File: config.mk
export PLATFORM = sky130hd
export DESIGN_NAME = pipe_stage_skid_reg_flat
export DESIGN_NICKNAME = d
export VERILOG_FILES = /design/src/rtl/pipe_stage_skid_reg_if.sv /design/src/rtl/pipe_stage_skid_reg.sv /design/src/flat_wrapper.sv
export SDC_FILE = /design/constraint.sdc
export NUM_CORES = 1
export LEC_CHECK = 0
export CORE_UTILIZATION = 55
export DETAILED_ROUTE_END_ITERATION = 10
export PLACE_DENSITY = 0.94
export SKIP_CTS_REPAIR_TIMING = 1
export SYNTH_ARGS = -nofsm -noshare
export SYNTH_HDL_FRONTEND = slang
export SYNTH_SLANG_ARGS = --single-unit
File: constraint.sdc
create_clock -name clk -period 4.3 [get_ports clk]
set_clock_uncertainty 0.2 [all_clocks]
set_input_delay 0.86 -clock clk [delete_from_list [all_inputs] [get_ports clk]]
set_output_delay 0.86 -clock clk [all_outputs]
set_load 0.02 [all_outputs]
File: src/rtl/pipe_stage_skid_reg_if.sv
// Handshake bundle for one pipeline stage register: upstream valid/ready/data,
// downstream valid/ready/data, flush and the stage occupancy.
interface pipe_stage_skid_reg_if #(
  parameter int WIDTH = 32
);
  logic             flush;
  logic             in_valid;
  logic             in_ready;
  logic [WIDTH-1:0] in_data;
  logic             out_valid;
  logic             out_ready;
  logic [WIDTH-1:0] out_data;
  logic [1:0]       occupancy;

  modport master (
    output flush, in_valid, in_data, out_ready,
    input  in_ready, out_valid, out_data, occupancy
  );

  modport slave (
    input  flush, in_valid, in_data, out_ready,
    output in_ready, out_valid, out_data, occupancy
  );
endinterface

File: src/rtl/pipe_stage_skid_reg.sv
// Pipeline stage register with valid/ready handshake, synchronous flush to a bubble
// pattern and an optional 2-entry skid buffer that keeps in_ready off the out_ready path.
module pipe_stage_skid_reg #(
  parameter int             WIDTH     = 32,
  parameter logic [WIDTH-1:0] FLUSH_VAL = '0,
  parameter bit             SKID      = 1'b1
) (
  input logic            clk,
  input logic            rst,
  pipe_stage_skid_reg_if.slave bus
);

  typedef enum logic [1:0] {
    EMPTY = 2'd0,
    ONE   = 2'd1,
    TWO   = 2'd2
  } state_t;

  state_t           state_q, state_n;
  logic [WIDTH-1:0] main_q, main_n;
  logic [WIDTH-1:0] skid_q, skid_n;
  logic             accept;
  logic             pop;

  // With the skid buffer in_ready depends only on state flops; without it the
  // stage can refill in the same cycle it drains.
  assign bus.in_ready  = SKID ? (state_q != TWO) : ((state_q == EMPTY) || bus.out_ready);
  assign bus.out_valid = (state_q != EMPTY);
  assign bus.out_data  = main_q;

  assign accept = bus.in_valid && bus.in_ready;
  assign pop    = bus.out_valid && bus.out_ready;

  always_ff @(posedge clk or posedge rst) begin
    if (rst) begin
      state_q <= EMPTY;
      main_q  <= FLUSH_VAL;
      skid_q  <= FLUSH_VAL;
    end else begin
      state_q <= state_n;
      main_q  <= main_n;
      skid_q  <= skid_n;
    end
  end

  always_comb begin
    state_n = state_q;
    main_n  = main_q;
    skid_n  = skid_q;
    if (bus.flush) begin
      state_n = EMPTY;
      main_n  = FLUSH_VAL;
      skid_n  = FLUSH_VAL;
    end else begin
      case (state_q)
        EMPTY: begin
          if (accept) begin
            state_n = ONE;
            main_n  = bus.in_data;
          end
        end
        ONE: begin
          // Without the skid buffer, accept in ONE always coincides with a pop.
          if (accept && pop) begin
            main_n = bus.in_data;
          end else if (accept) begin
            if (SKID) begin
              state_n = TWO;
              skid_n  = bus.in_data;
            end
          end else if (pop) begin
            state_n = EMPTY;
          end
        end
        TWO: begin
          if (pop) begin
            state_n = ONE;
            main_n  = skid_q;
          end
        end
        default: state_n = EMPTY;
      endcase
    end
  end

  always_comb begin
    bus.occupancy = 2'd0;
    case (state_q)
      ONE:     bus.occupancy = 2'd1;
      TWO:     bus.occupancy = 2'd2;
      default: bus.occupancy = 2'd0;
    endcase
  end

endmodule

File: src/flat_wrapper.sv
// flat-port wrapper written by rule: the top's interface ports become plain ports
module pipe_stage_skid_reg_flat 
#(
  parameter int             WIDTH     = 32,
  parameter logic [WIDTH-1:0] FLUSH_VAL = '0,
  parameter bit             SKID      = 1'b1
)
  (clk, rst, bus_flush, bus_in_valid, bus_in_data, bus_out_ready, bus_in_ready, bus_out_valid, bus_out_data, bus_occupancy);
  pipe_stage_skid_reg_if #(.WIDTH(WIDTH)) bus_i ();
  input logic clk;
  input logic rst;
  input wire logic [$bits(bus_i.flush)-1:0] bus_flush;
  input wire logic [$bits(bus_i.in_valid)-1:0] bus_in_valid;
  input wire logic [$bits(bus_i.in_data)-1:0] bus_in_data;
  input wire logic [$bits(bus_i.out_ready)-1:0] bus_out_ready;
  output wire logic [$bits(bus_i.in_ready)-1:0] bus_in_ready;
  output wire logic [$bits(bus_i.out_valid)-1:0] bus_out_valid;
  output wire logic [$bits(bus_i.out_data)-1:0] bus_out_data;
  output wire logic [$bits(bus_i.occupancy)-1:0] bus_occupancy;
  assign bus_i.flush = bus_flush;
  assign bus_i.in_valid = bus_in_valid;
  assign bus_i.in_data = bus_in_data;
  assign bus_i.out_ready = bus_out_ready;
  assign bus_in_ready = bus_i.in_ready;
  assign bus_out_valid = bus_i.out_valid;
  assign bus_out_data = bus_i.out_data;
  assign bus_occupancy = bus_i.occupancy;
  pipe_stage_skid_reg #(.WIDTH(WIDTH), .FLUSH_VAL(FLUSH_VAL), .SKID(SKID)) u_core (.clk(clk), .rst(rst), .bus(bus_i));
endmodule
# Word-level counts from Yosys, hierarchy flattened
# Cells that the tools add are included.
# totals
ff_bits	66
inputBits	37
elab_cells	39
out_inout_bits	36
# classes
reduce_logical	11
muxes	16
n_eq_ne	9
# ops
cell	count
$mux 32	7
$pmux 32 s3	1
$mux 2	6
$ne 3x2->1 const B	3
$reduce_and 4->1	2
$pmux 2 s3	1
$reduce_bool 2->1	3
$ne 2x2->1 const B	2
$ne 4x2->1 const B	1
$pmux 2 s2	1
$reduce_bool 4->1	1
$logic_and 1x1->1	3
$ne 3x3->1 const B	1
$reduce_and 3->1	1
$eq 2x1->1 const B	1
$eq 2x2->1 const B	1
$logic_not 2->1	1

# Depth between registers and ports, before layout
# logic_depth
depth_word	7
mapped_depth	9
ltp_nobuf	6

# Worst setup path before layout
# No wires, ideal clock.
# synth_path
kind	reg2out
from	reg u_core.state_q[0]
to	out bus_in_ready
slack_ns	1.791
required_ns	3.240
n_path_buf	2
path_stages_with_launch	6
arrival_time_ns	1.449
path_cell_list	dfrtp_1 -> inv_1 -> ha_1 -> buf_6 -> clkbuf_1 -> inv_1
# synth_between
elab_chain_len	1
# synth_rtl
item	line	source
from (decl)	pipe_stage_skid_reg.sv:19	state_t state_q, state_n;
from (signal assigned)	pipe_stage_skid_reg.sv:40	state_q <= state_n;
$ne 2x2->1	pipe_stage_skid_reg.sv:27	assign bus.in_ready = SKID ? (state_q != TWO) : ((state_q == EMPTY) || bus.out_ready);
to (decl)	flat_wrapper.sv:16	output wire logic [$bits(bus_i.in_ready)-1:0] bus_in_ready;
# No other way between the ends.

# Worst setup path after layout
# layout_path
from	reg u_core.state_q[0]
to	out bus_occupancy[1]
# layout_between
elab_chain_len	2
word_cells_on_any_way	3
classes_between	eq/ne: 2; mux: 1
# layout_rtl
item	line	source
$eq 2x2->1 or $eq 2x1->1 (tied branches)	pipe_stage_skid_reg.sv:88	case (state_q)
$pmux 2 s2 *	pipe_stage_skid_reg.sv:88	
to (decl)	flat_wrapper.sv:19	output wire logic [$bits(bus_i.occupancy)-1:0] bus_occupancy;
# Mark *: on every way between the ends. The rest lies on a longest branch, timed or not.

==> out/qor.yml <==
synthesis:
  synthDistinctLibCells: 27
  yosysWarningCount: 0
  synth_area_per_cell_um2: 13.47
  seq_area_frac_synth_pct: 49.05
  netlist_top_cells_area: "dfrtp_1 49%, o41ai_2 14%, mux2i_1 9.8%"
  synthFlopType: "dfrtp_1"
  synth-seq-cells: 66
  synth_fp_nets: 294
  mappedNetlistArea_um2: 3367
  yosys.area.top_type_share_pct: 49.05
  yosys.area.top_type: "dfrtp_1"
  synthTopCellsByCount: "66 x dfrtp_1, 33 x mux2i_1, 32 x a22o_1"
  synth_edf_count: 0
  synthArstFlopShare_pct: 100.0
  yosysMostFrequentCell: "dfrtp_1"
  synthCells: 250
sta:
  hold_violations: 0
  min_period_ns: 3.222
  fmax_mhz: 310.3
  slew-limit-headroom_pct: 34.38
  period_share_pct: 74.94
  slew_violations: 0
  fin_setup_tns_ns: 0
  rsz0062_at_grt: "false"
  setup_viol_count_final: 0
  tightest_slew_ns: 0.9843
detailed_routing:
  ant_nets: 0
  wl_per_cell_um: 19.72
  drc_errors: 1
  initialDrtViolationCount: 175
  vias: 2471
  wl_mm: 7.788
  drtPass1Iterations: 8
  via_per_inst: 6.256
finish:
  nFillCells: 367
  drive_above_1_share_pct: 20.31
  seq_area_um2: 1652
  multiInputGateArea_um2: 1535
  final_core_util_pct: 72.70
  antenna_cells: 0
  nets: 359
  areaGrowthSynthToFinish_pct: 27.83
  fin_area_um2: 4304
  stdcell_count: 395
clocking:
  root_buffer: "clkbuf_8"
  clockBufferDepth: 2
  cts_tree: "done"
  cts_sinks: 66
  htree_levels: 3
  clk_pin_slew_ns: 0.07
  cts-buffers-inserted: 9
  clk_latency_ns: 0.35
floorplanning:
  coreArea_um2: 5921
  ios: 73
  die_area_um2: 6438
  die_h_um: 80.24
  start_util_pct: 56.87
  rows: 28
  die-width_um: 80.24
worst_setup_path:
  end_kind: "output pin"
  worstPathArrival_ns: 2.16
  critical_path_class: "reg2out"
  path_max_fanout: 21
  worstPathRequired_ns: 3.24
  critPathLaunchType: "flop"
global_routing:
  track_usage_pct: 25.97
  grt_max_degree: 45
  antenna_found_initial: 0
  grt_pass1_vias: 2490
  grt_first_pass_wirelength_mm: 12.53
  gr-total-overflow: 0
min_path:
  hold_path_class: "reg2reg"
power:
  powerDensity_nw_per_um2: 620.4
  ir_worst_vdd_mv: 0.3535
  power_leakage_uw: 0.001855
placement:
  placed_area_um2: 4103
  io_buffers: 72
  dp_cells: 379
  gp_congestion: 0.7674
  dp_hpwl_mm: 4.921
run_status:
  outcome: "finished, violations left"
  violations: "DRC"
run:
  drv_cap: 0
[state kept, by name, indices dropped and copies added (netlist names)]
register and flops:
u_core.state_q 2, u_core.bus.out_data 32, u_core.skid_q 32
[cells in the final DEF (no fill, tap or decap), drive strengths merged, types with 7 or more instances in the layout]
cell           count
clkbuf             9
ha                 7
mux2i             33
a22o              32
clkdlybuf4s50     71
o41ai             32
dfrtp             66
buf               10
inv                8
o21ai             33
[layer usage]
metal,part of all wire (%),GRT usage (%)
met1,43,35.26
met2,51,40.94
met3,4.9,4.545
met4,2.0,11.07
met5,0,0
[through the flow]
step | power, uW | setup WS (ns) | hold WS, ns
after detailed placement | 2143 | 1.176 | 0.2876
after global placement | 2103 | 1.217 | 0.2762
after CTS | 2681 | 1.072 | 0.3120
after floorplan | 1715 | 1.585 | 0.2727
final | 2670 | 1.078 | 0.3048
after global routing | 2799 | 0.9557 | 0.3236
[kinds of logic (layout without fill, tap and decap cells)]
| logic type | after synthesis | count (layout) | synth area share, % |
|---|---|---|---|
| XOR/XNOR | 1 | 1 | 0.2602 |
| multiplexers | 33 | 33 | 9.811 |
| AO/OA/AOI/OAI | 102 | 102 | 29.84 |
| adder cells (fa/ha/maj) | 7 | 7 | 2.601 |
| AND/OR/NAND/NOR | 7 | 7 | 2.453 |
| buffers and inverters | 34 | 104 | 5.983 |
| flip-flops | 66 | 66 | 49.05 |
[cell type report]
cell class                 count  area share (%)
timing repair buffer          81           18.49
clock buffer                   9           2.878
multi-input combinational    150           35.67
inverter                       7          0.6105
tap                           75           2.180
sequential                    66           38.37
clock inverter                 7           1.802
[worst paths after layout]
check	start	end	slack (ns)	cells after the start
worst min-delay path	u_core.bus.out_data[16]	u_core.bus.out_data[16]	0.30	2
worst max register to register	u_core.state_q[0]	u_core.bus.out_data[18]	1.40	8
max in group asynchronous	rst	u_core.bus.out_data[14]	2.31	3
worst min register to register	u_core.bus.out_data[16]	u_core.bus.out_data[16]	0.30	2
min in group asynchronous	rst	u_core.state_q[1]	0.66	2
worst max-delay path	u_core.state_q[0]	bus_occupancy[1]	1.08	4
[critical path, cell delays in order, from the launching register on]
cell	delay [ns]
dfrtp_1	0.43
inv_1	0.18
ha_1	0.18
buf_4	0.36
clkdlybuf4s50_1	0.68
[power breakdown]
part	switching, uW	internal (uW)
sequential	117	800
clock	257	271
combinational	675	551
Note: power is estimated with default switching activity, not from simulation.
